### config.mk
export PLATFORM = sky130hd
export DESIGN_NAME = player_motion
export DESIGN_NICKNAME = d
export VERILOG_FILES = /design/src/rtl/player_motion.sv
export SDC_FILE = /design/constraint.sdc
export NUM_CORES = 1
export LEC_CHECK = 0
export CELL_PAD_IN_SITES_DETAIL_PLACEMENT = 0
export CELL_PAD_IN_SITES_GLOBAL_PLACEMENT = 2
export CORE_MARGIN = 3
export CORE_UTILIZATION = 38
export DETAILED_ROUTE_END_ITERATION = 16
export PLACE_DENSITY = 0.95
export SYNTH_ARGS = -nofsm -noshare
export SYNTH_HDL_FRONTEND = slang
export SYNTH_SLANG_ARGS = --single-unit
### constraint.sdc
create_clock -name Clk -period 13.8 [get_ports Clk]
set_input_delay 2.07 -clock Clk [delete_from_list [all_inputs] [get_ports Clk]]
set_output_delay 2.07 -clock Clk [all_outputs]
set_load 0.02 [all_outputs]
### src/rtl/player_motion.sv
// Player sprite motion: frame-strobe synchronizer, horizontal walking with
// clamping, and a GROUND/JUMP/FALL vertical state machine with gravity.
module player_motion #(
   parameter int X_START  = 64,
   parameter int Y_START  = 415,
   parameter int PLAYER_W = 32,
   parameter int PLAYER_H = 48,
   parameter int X_STEP   = 2,
   parameter int JUMP_V   = -8,
   parameter int GRAVITY  = 1,
   parameter int MAX_FALL = 6
) (
   input  logic       Clk,
   input  logic       Reset,
   input  logic       frame_clk,
   input  logic       key_left,
   input  logic       key_right,
   input  logic       key_jump,
   input  logic [9:0] player_X_Min,
   input  logic [9:0] player_X_Max,
   input  logic [9:0] player_Y_Min,
   input  logic [9:0] player_Y_Max,
   output logic [9:0] player_X_Pos,
   output logic [9:0] player_Y_Pos,
   output logic       on_ground,
   output logic       facing,
   output logic       frame_update
);

   typedef enum logic [1:0] {
      ST_GROUND = 2'd0,
      ST_JUMP   = 2'd1,
      ST_FALL   = 2'd2
   } state_t;

   localparam logic signed [11:0] PLAYER_W_S = 12'(PLAYER_W);
   localparam logic signed [11:0] PLAYER_H_S = 12'(PLAYER_H);
   localparam logic signed [11:0] X_STEP_S   = 12'(X_STEP);
   localparam logic signed [11:0] JUMP_V_S   = 12'(JUMP_V);
   localparam logic signed [11:0] GRAVITY_S  = 12'(GRAVITY);
   localparam logic signed [11:0] MAX_FALL_S = 12'(MAX_FALL);
   localparam logic signed [5:0]  JUMP_V6    = 6'(JUMP_V);

   logic              sync1_r, sync2_r, prev_r;
   logic              rdy1_r, rdy2_r, armed_r;
   logic              tick_s;

   logic [9:0]        x_r, y_r;
   logic signed [5:0] y_vel_r;
   state_t            state_r;
   logic              facing_r, on_ground_r, frame_update_r;

   logic [9:0]        x_n_s, y_n_s;
   logic signed [5:0] y_vel_n_s;
   state_t            state_n_s;
   logic              facing_n_s;

   logic signed [11:0] x_cur_s, x_lo_s, x_hi_s, x_cand_s;
   logic signed [11:0] y_cur_s, y_lo_s, y_hi_s, y_cand_s;
   logic signed [11:0] vel_s, grav_vel_s, fall_vel_s;

   // Frame strobe synchronizer; armed_r blocks a tick until a genuine low
   // sample has been seen after reset, so a level held high through reset
   // cannot produce a spurious first tick.
   always_ff @(posedge Clk) begin
      if (Reset) begin
         sync1_r <= 1'b0;
         sync2_r <= 1'b0;
         prev_r  <= 1'b0;
         rdy1_r  <= 1'b0;
         rdy2_r  <= 1'b0;
         armed_r <= 1'b0;
      end else begin
         sync1_r <= frame_clk;
         sync2_r <= sync1_r;
         prev_r  <= sync2_r;
         rdy1_r  <= 1'b1;
         rdy2_r  <= rdy1_r;
         armed_r <= armed_r | (rdy2_r & ~sync2_r);
      end
   end

   assign tick_s = sync2_r & ~prev_r & armed_r;

   assign x_cur_s    = {2'b00, x_r};
   assign x_lo_s     = {2'b00, player_X_Min};
   assign x_hi_s     = $signed({2'b00, player_X_Max}) - PLAYER_W_S;
   assign y_cur_s    = {2'b00, y_r};
   assign y_lo_s     = {2'b00, player_Y_Min};
   assign y_hi_s     = $signed({2'b00, player_Y_Max}) - PLAYER_H_S;
   assign vel_s      = {{6{y_vel_r[5]}}, y_vel_r};
   assign grav_vel_s = vel_s + GRAVITY_S;
   assign fall_vel_s = (grav_vel_s > MAX_FALL_S) ? MAX_FALL_S : grav_vel_s;

   // Horizontal step and facing, clamped into the legal X range.
   always_comb begin
      x_n_s      = x_r;
      facing_n_s = facing_r;
      x_cand_s   = x_cur_s;
      if (key_left && !key_right) begin
         x_cand_s   = x_cur_s - X_STEP_S;
         facing_n_s = 1'b1;
      end else if (key_right && !key_left) begin
         x_cand_s   = x_cur_s + X_STEP_S;
         facing_n_s = 1'b0;
      end else begin
         x_cand_s   = x_cur_s;
      end
      if (x_lo_s > x_hi_s) begin
         x_n_s = x_r;
      end else if (x_cand_s < x_lo_s) begin
         x_n_s = x_lo_s[9:0];
      end else if (x_cand_s > x_hi_s) begin
         x_n_s = x_hi_s[9:0];
      end else begin
         x_n_s = x_cand_s[9:0];
      end
   end

   // Vertical next-state, velocity and position.
   always_comb begin
      y_n_s     = y_r;
      y_vel_n_s = y_vel_r;
      state_n_s = state_r;
      y_cand_s  = y_cur_s;
      if (y_lo_s > y_hi_s) begin
         y_n_s     = y_r;
         y_vel_n_s = 6'sd0;
         state_n_s = state_r;
      end else begin
         case (state_r)
            ST_GROUND: begin
               if (key_jump) begin
                  y_cand_s = y_cur_s + JUMP_V_S;
                  if (y_cand_s <= y_lo_s) begin
                     y_n_s     = y_lo_s[9:0];
                     y_vel_n_s = 6'sd0;
                     state_n_s = ST_FALL;
                  end else if (y_cand_s > y_hi_s) begin
                     y_n_s     = y_hi_s[9:0];
                     y_vel_n_s = JUMP_V6;
                     state_n_s = ST_JUMP;
                  end else begin
                     y_n_s     = y_cand_s[9:0];
                     y_vel_n_s = JUMP_V6;
                     state_n_s = ST_JUMP;
                  end
               end else if (y_cur_s < y_hi_s) begin
                  y_n_s     = (y_cur_s < y_lo_s) ? y_lo_s[9:0] : y_r;
                  y_vel_n_s = 6'sd0;
                  state_n_s = ST_FALL;
               end else begin
                  y_n_s     = y_hi_s[9:0];
                  y_vel_n_s = 6'sd0;
                  state_n_s = ST_GROUND;
               end
            end
            ST_JUMP: begin
               y_cand_s = y_cur_s + grav_vel_s;
               if (y_cand_s <= y_lo_s) begin
                  y_n_s     = y_lo_s[9:0];
                  y_vel_n_s = 6'sd0;
                  state_n_s = ST_FALL;
               end else if (y_cand_s >= y_hi_s) begin
                  y_n_s     = y_hi_s[9:0];
                  y_vel_n_s = 6'sd0;
                  state_n_s = ST_GROUND;
               end else begin
                  y_n_s     = y_cand_s[9:0];
                  y_vel_n_s = grav_vel_s[5:0];
                  if (grav_vel_s[11] == 1'b0) begin
                     state_n_s = ST_FALL;
                  end else begin
                     state_n_s = ST_JUMP;
                  end
               end
            end
            ST_FALL: begin
               y_cand_s = y_cur_s + fall_vel_s;
               if (y_cand_s >= y_hi_s) begin
                  y_n_s     = y_hi_s[9:0];
                  y_vel_n_s = 6'sd0;
                  state_n_s = ST_GROUND;
               end else if (y_cand_s < y_lo_s) begin
                  y_n_s     = y_lo_s[9:0];
                  y_vel_n_s = fall_vel_s[5:0];
                  state_n_s = ST_FALL;
               end else begin
                  y_n_s     = y_cand_s[9:0];
                  y_vel_n_s = fall_vel_s[5:0];
                  state_n_s = ST_FALL;
               end
            end
            default: begin
               y_n_s     = y_r;
               y_vel_n_s = 6'sd0;
               state_n_s = ST_GROUND;
            end
         endcase
      end
   end

   // Motion registers load only on a tick; frame_update marks that edge.
   always_ff @(posedge Clk) begin
      if (Reset) begin
         x_r            <= 10'(X_START);
         y_r            <= 10'(Y_START);
         y_vel_r        <= 6'sd0;
         state_r        <= ST_GROUND;
         facing_r       <= 1'b0;
         on_ground_r    <= 1'b1;
         frame_update_r <= 1'b0;
      end else if (tick_s) begin
         x_r            <= x_n_s;
         y_r            <= y_n_s;
         y_vel_r        <= y_vel_n_s;
         state_r        <= state_n_s;
         facing_r       <= facing_n_s;
         on_ground_r    <= (state_n_s == ST_GROUND);
         frame_update_r <= 1'b1;
      end else begin
         frame_update_r <= 1'b0;
      end
   end

   assign player_X_Pos = x_r;
   assign player_Y_Pos = y_r;
   assign on_ground    = on_ground_r;
   assign facing       = facing_r;
   assign frame_update = frame_update_r;

endmodule

==> results of run 1 <==
## critical path: stages (launching register included)
cell	delay [ps]
dfxtp_1	440
ha_1	290
nand4_1	190
nand2_2	340
inv_2	220
a31oi_1	490
nand2b_1	220
inv_1	70
fa_1	430
nor2b_1	260
o31ai_1	120
o311ai_2	400
a2111oi_0	190
nor3_1	250
xnor2_1	220
inv_1	130
ha_1	220
a2111oi_0	470
a32oi_1	210
o21bai_1	200
and4_1	360
or2_1	390
a2111oi_0	460
o21ai_1	110
## sequential cells by signal (all words and copies together) (netlist names), 2 cells and up
signal        count
player_X_Pos     10
player_Y_Pos     10
y_vel_r           6
state_r           2
## layout make-up
type                            instances  share of cell area [%]
Multi-Input combinational cell        775                    72.2
Clock buffer                            6                    1.70
Inverter                               87                    3.99
Timing Repair Buffer                   76                    9.06
Tap cell                              229                    3.50
Sequential cell                        37                    9.06
Clock inverter                          2                   0.459
## kinds of logic (layout without fill, tap and decap cells)
group,count (synthesis),after routing,synth area share [%]
simple gates,265,265,19.1
buf+inv,109,171,5.95
flops,37,37,10.5
compound gates,305,305,30.4
fa+ha+maj,157,157,28.0
xor+xnor,43,43,5.33
mux,5,5,0.726
## per-stage QoR
stage               hold WS [ps]  total power, µW  worst slack, ps  util [%]  instance area (µm²)
floorplan                    414              232             8450         -                 7060
global placement             416              297             6910      44.2                 8000
detailed placement           427              297             7000      44.2                 8000
CTS                          441              439             7050      45.2                 8180
global route                 458              468             6470      45.2                 8180
finish                       437              441             6990      45.2                 8180
## cells in the final DEF, fill, tap and decap left out, types with 5 or more instances in the layout
cell type	instances
nand2_1	55
nor3_1	23
o21ai_0	48
o2111ai_1	9
nor2b_1	16
a21oi_1	70
a32o_1	5
xor2_1	16
a31oi_1	11
nand3_1	26
or3_1	17
buf_4	8
nor2_1	62
o21a_1	11
a211oi_1	20
clkdlybuf4s50_1	68
nand4_1	14
and3_1	7
o31ai_1	7
inv_1	83
clkbuf_16	5
or4_1	5
a221oi_1	14
and2_1	7
a21o_1	21
ha_1	154
o211ai_1	22
nand2b_1	7
xnor2_1	27
dfxtp_1	37
nor4_1	6
a2111oi_0	7
## per-layer routing
metal | part of all wire [%] | GRT usage, % | up-vias
met4 | 1.9 | 5.80 | 0
met3 | 7.3 | 4.57 | 30
met5 | 0 | 0 | -
met1 | 49 | 36.1 | 3374
met2 | 41 | 36.0 | 266
li1 | - | - | 3616
## worst max path at each step
stage,endpoint,cells past startpoint,startpoint,slack [ps]
4_1_cts,player_Y_Pos[7],23,y_vel_r[0],7050
3_5_place_dp,player_Y_Pos[2],14,player_Y_Max[4],7000
2_1_floorplan,player_Y_Pos[7],23,y_vel_r[1],8450
6_report,player_Y_Pos[7],23,y_vel_r[0],6990
5_1_grt,player_Y_Pos[7],23,y_vel_r[0],6470
3_3_place_gp,player_Y_Pos[2],14,player_Y_Max[4],6910
## power groups by stage
stage / Sequential (µW) / Clock, µW / Combinational (µW)
final: 112 / 142 / 188
after CTS: 112 / 144 / 184
after global routing: 112 / 148 / 208
after detailed placement: 114 / 0 / 182
after global placement: 114 / 0 / 183
after floorplan: 114 / 0 / 118
==> summary.md, run 1 <==
| Metric | Value |
|---|---|
| Cell area after synthesis | 7060 µm² |
| Switching pwr | 168 µW |
| Average vias per placed instance | 6.01 |
| Per-cell routed wire length | 20.4 µm |
| Number of core rows | 49 |
| Yosys top cell by area | ha_1 |
| Total wire length after detailed routing | 24.7 mm |
| Overall die area | 20300 µm² |
| Endpoint arrival time on the critical path | 6990 ps |
| Final Slew Violations | 0 |
| Clock latency of the later-clocked register in the worst-skew pair | 300 ps |
| Crit Path Max Fanout | 15 |
| Actual slew at the worst max-slew pin | 1030 ps |
| Count of max-cap constraint violations | 0 |
| Setup slack on the worst flop-to-flop path | 6990 ps |
| Setup-failing EPs final | 0 |
| Number of hold buffers added after cts | 0 |
| Clock sink count | 37 |
| Number of warning messages in the yosys log | 0 |
| CP Launch Type | flip-flop |
| Floorplan core area | 18100 µm² |
| Switching Share | 38.2% |
| Share of total power in the clock network | 32.1% |
| Launch instance of the worst register-to-register path | y_vel_r[0] |
| Proportion of power drawn by flip-flops and latches | 25.3% |
| Synthesized net count | 1123 |
| Post-synthesis area per instance | 7.67 µm² |
| Width of the chip | 142 µm |
| Share of synthesized area occupied by flip-flops and latches | 10.5% |
| DIE HEIGHT | 142 µm |
| Non-filler instance count after layout | 1212 |
| Footprint of the multi-input gates | 5910 µm² |
| Classification of the worst-slack hold path | flip-flop to flip-flop |
| Pin count of the biggest net entering global routing | 32 |
| Number of inserted filler cells in the final layout | 1790 |
| Clock root buffer | clkbuf_16 |
| Unrepaired setup endpoints after global routing | no |
| Share of synthesized registers carrying an async set or reset | 0% |
| Final hold vios | 0 |
| Top post-synthesis cells by area | ha_1 (27%), dfxtp_1 (10%), a21oi_1 (5.0%) |
| P&R area growth vs syn | 15.8% |
| Synthesized netlist cell count | 921 |
| Nets | 1184 |
| Endpoint of the worst hold path | sync2_r |
| Post-CTS repair timing setup buffer count | 0 |
| Total GRT Usage | 24.2% |
| Gr ovfl total | 0 |
| Maximum VDD drop | 0.0356 mV |
| Power per cell area | 53.9 nW/µm² |
| Vias in the first global route | 6878 |
| Final Cycle Share | 49.4% |
| Sequential cell area | 741 µm² |
| Final worst clock skew | 9.22 ps |
| Dominant register cell in the synthesized netlist | dfxtp_1 |
| Type of the setup path with the least slack | flip-flop to flip-flop |
| Maximum level of the CTS H-tree | 2 |
| EDFF count, synth | 0 |
| Top achievable clock speed | 147 MHz |
| RD Place Congestion | 0.915 |
| Number of antenna violations at the first check in global routing | 0 |
| Clock tree from TritonCTS | yes |
| Flip-flop and latch count after synthesis | 37 |
| Top cell type's share of synthesized area | 27.3% |
| Run status | complete, no violations |
| Logic pwr share | 42.6% |
| Sum Neg Setup Slack | 0 ps |
| Clock transition time at the flip-flop clock pins of the worst setup and hold paths | 70 ps |
| Cell with the most instances after synthesis | ha_1 |
| Total clock buffers created by CTS | 5 |
| Post-detailed-placement half-perimeter wirelength | 19.8 mm |
| Worst slew margin | 30.6% |
| Drt first pass iters | 5 |
| I/O pin cnt | 69 |
| Starting density of the core | 39.1% |
| Crit end category | flip-flop |
| First-pass GRT wire length | 38.8 mm |
| Internal power of the cells | 273 µW |
| Post-route ant nets | 0 |
| Post-CTS resize count | 0 |
| Instance count after placement with tap cells included | 1204 |
| Required time at the endpoint of the critical path | 13980 ps |
| Post-route minimum period | 6810 ps |
| Ant diodes | 0 |
| Reg2Reg Depth | 23 |
| Commonest cells in the synthesized netlist | ha_1 (154), inv_1 (83), a21oi_1 (70) |
| Leakage | 0.00362 µW |
| Worst reg2reg endpoint | player_Y_Pos[7] |
| Worst hold path cell count | 1 |
| DRC violation total after the first TritonRoute iteration | 551 |
| Worst Hold Launch | sync1_r |
| Port bufs | 68 |
| Netlist cell types | 83 |
| Proportion of layout cells with a drive suffix above 1 | 4.27% |
| Total DRC errors in the routed layout | 0 |
| Worst-case clock buffer depth | 2 |
| Number of vias in the routed layout | 7286 |
(Power assumes the default switching activity.)
==> run 2, diff against run 1 <==
- CORE_UTILIZATION: 38 -> 35
- PLACE_DENSITY: 0.95 -> 0.9
- clock period: 13.8 -> 6.7 ns (I/O delays scaled with it)
==> run 2 against run 1 <==
Compared with the run above: via count up 1.7%; largest power group unchanged; die area up 8.2%; wire length up 3.3%; register-to-register slack worse by 6500 ps; critical endpoint unchanged.
==> summary.md, run 2 (synthesis results as in run 1) <==
| Metric | Value |
|---|---|
| Run status | complete, no violations |
| Clock root buffer | clkbuf_16 |
| Clock tree from TritonCTS | yes |
| Worst reg2reg endpoint | player_Y_Pos[7] |
| Setup slack after layout | 516 ps (-6470 ps) |
| Vias in the first global route | 6960 (+1.2%) |
| Largest stage delay, worst path | 430 ps (-60 ps) |
| Power per cell area | 105 nW/µm² (+95%) |
| Setup crit start | y_vel_r[1] |
| CP cell instances | inv_1 > ha_1 > nor2_1 > maj3_1 > o21ai_0 > a31oi_1 > or2_2 > ha_1 > a21oi_1 > a21boi_0 > a311oi_2 > nand2_1 > a21o_1 > a21oi_1 > xnor2_1 > ha_1 > a2111oi_0 > a32oi_1 > o21bai_1 > and4_1 > or2_1 > a2111oi_0 > o21ai_1 |
| Ant diodes | 0 (unchanged) |
| Final hold vios | 0 (unchanged) |
| DIE HEIGHT | 148 µm (+4.0%) |
| Type of the setup path with the least slack | flip-flop to flip-flop |
| CP max-delay cell | a2111oi_0 |
| Combined buffer and inverter count along the critical path | 1 (-2) |
| Worst hold path cell count | 1 (unchanged) |
| Worst-case clock buffer depth | 2 (unchanged) |
| Post-CTS repair timing setup buffer count | 0 (unchanged) |
| Maximum VDD drop | 0.0825 mV (+130%) |
| Number of antenna violations at the first check in global routing | 0 (unchanged) |
| Reg2Reg Depth | 23 (unchanged) |
| Clock sink count | 37 (unchanged) |
| Crit-path most repeated cell | ha_1 |
| Family of cells with the greatest summed delay on the critical path | compound AO/OA/AOI/OAI gates |
| P&R area growth vs syn | 16.6% |
| Place WS | 589 ps (-6410 ps) |
| Final Cycle Share | 92.3% (+43 points) |
| Total DRC errors in the routed layout | 0 (unchanged) |
| Overall die area | 21900 µm² (+8.2%) |
| CP Launch Type | flip-flop |
| Clock latency of the later-clocked register in the worst-skew pair | 300 ps (about the same) |
| Post-route minimum period | 6180 ps (-627 ps) |
| Width of the chip | 148 µm (+4.0%) |
| Worst Hold Launch | rdy1_r |
| Setup-failing EPs final | 0 (unchanged) |
| DRC violation total after the first TritonRoute iteration | 673 (+22%) |
| Highest-count cells in the layout ignoring fill and taps | ha_1 (154), inv_1 (83), a21oi_1 (70) |
| First-pass GRT wire length | 39.7 mm (+2.3%) |
| Average vias per placed instance | 5.91 (-1.7%) |
| Final worst clock skew | 5.31 ps (-3.91 ps) |
| RD Place Congestion | 0.974 (+6.5%) |
| Total clock buffers created by CTS | 5 (unchanged) |
| Pin count of the biggest net entering global routing | 21 (-34%) |
| Required time at the endpoint of the critical path | 6880 ps (-7100 ps) |
| Post-CTS resize count | 0 (unchanged) |
| Endpoint arrival time on the critical path | 6360 ps (-630 ps) |
| Endpoint of the worst hold path | rdy2_r |
| Top achievable clock speed | 162 MHz (+10%) |
| Count of max-cap constraint violations | 0 (unchanged) |
| Total GRT Usage | 23.1% (-1.2 points) |
| Number of core rows | 51 (+4.1%) |
| Sum Neg Setup Slack | 0 ps (unchanged) |
| Setup slack on the worst flop-to-flop path | 520 ps (-6470 ps) |
| Clock transition time at the flip-flop clock pins of the worst setup and hold paths | 60 ps (about the same) |
| Total wire length after detailed routing | 25.5 mm (+3.3%) |
| Crit Path Max Fanout | 12 (-3) |
| Classification of the worst-slack hold path | flip-flop to flip-flop |
| Leakage | 0.00363 µW (+0.48%) |
| Number of vias in the routed layout | 7407 (+1.7%) |
| Starting density of the core | 35.9% (-3.1 points) |
| Proportion of layout cells with a drive suffix above 1 | 4.85% (+0.58 points) |
| Crit end category | flip-flop |
| Post-route ant nets | 0 (unchanged) |
| Port bufs | 68 (unchanged) |
| Maximum level of the CTS H-tree | 2 (unchanged) |
| Worst slew margin | 50.2% (+20 points) |
| Post-detailed-placement half-perimeter wirelength | 20.6 mm (+3.8%) |
| Per-cell routed wire length | 20.3 µm (-0.18%) |
| Gr ovfl total | 0 (unchanged) |
| Unrepaired setup endpoints after global routing | no |
| I/O pin cnt | 69 (unchanged) |
| Final Slew Violations | 0 (unchanged) |
| Drt first pass iters | 5 (unchanged) |
| Actual slew at the worst max-slew pin | 744 ps (-289 ps) |
| Floorplan core area | 19700 µm² (+8.7%) |
| Nets | 1190 (+0.51%) |
| Worst hold slack | 436 ps (-1.07 ps) |
| Number of hold buffers added after cts | 0 (unchanged) |
| Launch instance of the worst register-to-register path | y_vel_r[1] |
| Most common cell after layout, fill and taps aside | ha_1 |
## run 2: cell count changes in the layout (fill, tap and decap cells not counted)
cell / delta
clkbuf_8: -1
buf_4: +6
bufinv_16: -1
clkinv_2: +2
## run 2: stage by stage
stage / total power (µW) / std cells / instance area, µm² / utilization (%)
3_5_place_dp: 617 / 1246 / 8090 / 41.2
2_1_floorplan: 477 / 921 / 7060 / -
3_3_place_gp: 618 / 1246 / 8090 / 41.2
4_1_cts: 860 / 1254 / 8230 / 41.9
6_report: 864 / 1254 / 8230 / 41.9
5_1_grt: 918 / 1254 / 8230 / 41.9
## run 2: worst max-delay path by stage
stage                 endpoint  slack, ps  cells after the start
2_1_floorplan  player_Y_Pos[7]       1350                     23
5_1_grt        player_Y_Pos[7]         60                     25
3_5_place_dp   player_Y_Pos[7]        590                     23
6_report       player_Y_Pos[7]        520                     23
4_1_cts        player_Y_Pos[7]        550                     23
3_3_place_gp   player_Y_Pos[7]        730                     23
## run 2: worst register-to-register path, stage by stage (launching register included)
cell	delay, ps
dfxtp_1	390
inv_1	60
ha_1	370
nor2_1	70
maj3_1	340
o21ai_0	150
a31oi_1	210
or2_2	340
ha_1	330
a21oi_1	190
a21boi_0	130
a311oi_2	320
nand2_1	130
a21o_1	190
a21oi_1	170
xnor2_1	260
ha_1	340
a2111oi_0	430
a32oi_1	200
o21bai_1	200
and4_1	340
or2_1	360
a2111oi_0	430
o21ai_1	130
## run 2: report_power, final
| part | switching [µW] | internal (µW) |
|---|---|---|
| registers | 5.67 | 224 |
| clock network | 106 | 137 |
| logic | 238 | 154 |
| total | 349 | 515 |
## run 2: cell type report
type	instances	area (µm²)
inverters	87	327
multi-input cells	775	5910
repair buffers	82	786
fillers	2087	11400
clock inverters	3	17.5
clock buffers	5	125
flip-flops and latches	37	741
well taps	265	332
## run 2: layer usage
layer / up-vias / part of all wire, % / track usage [%]
li1: 3635 / - / -
met1: 3430 / 46 / 32.9
met2: 293 / 43 / 35.7
met3: 49 / 7.7 / 3.72
met4: 0 / 3.0 / 7.07
met5: - / 0 / 0
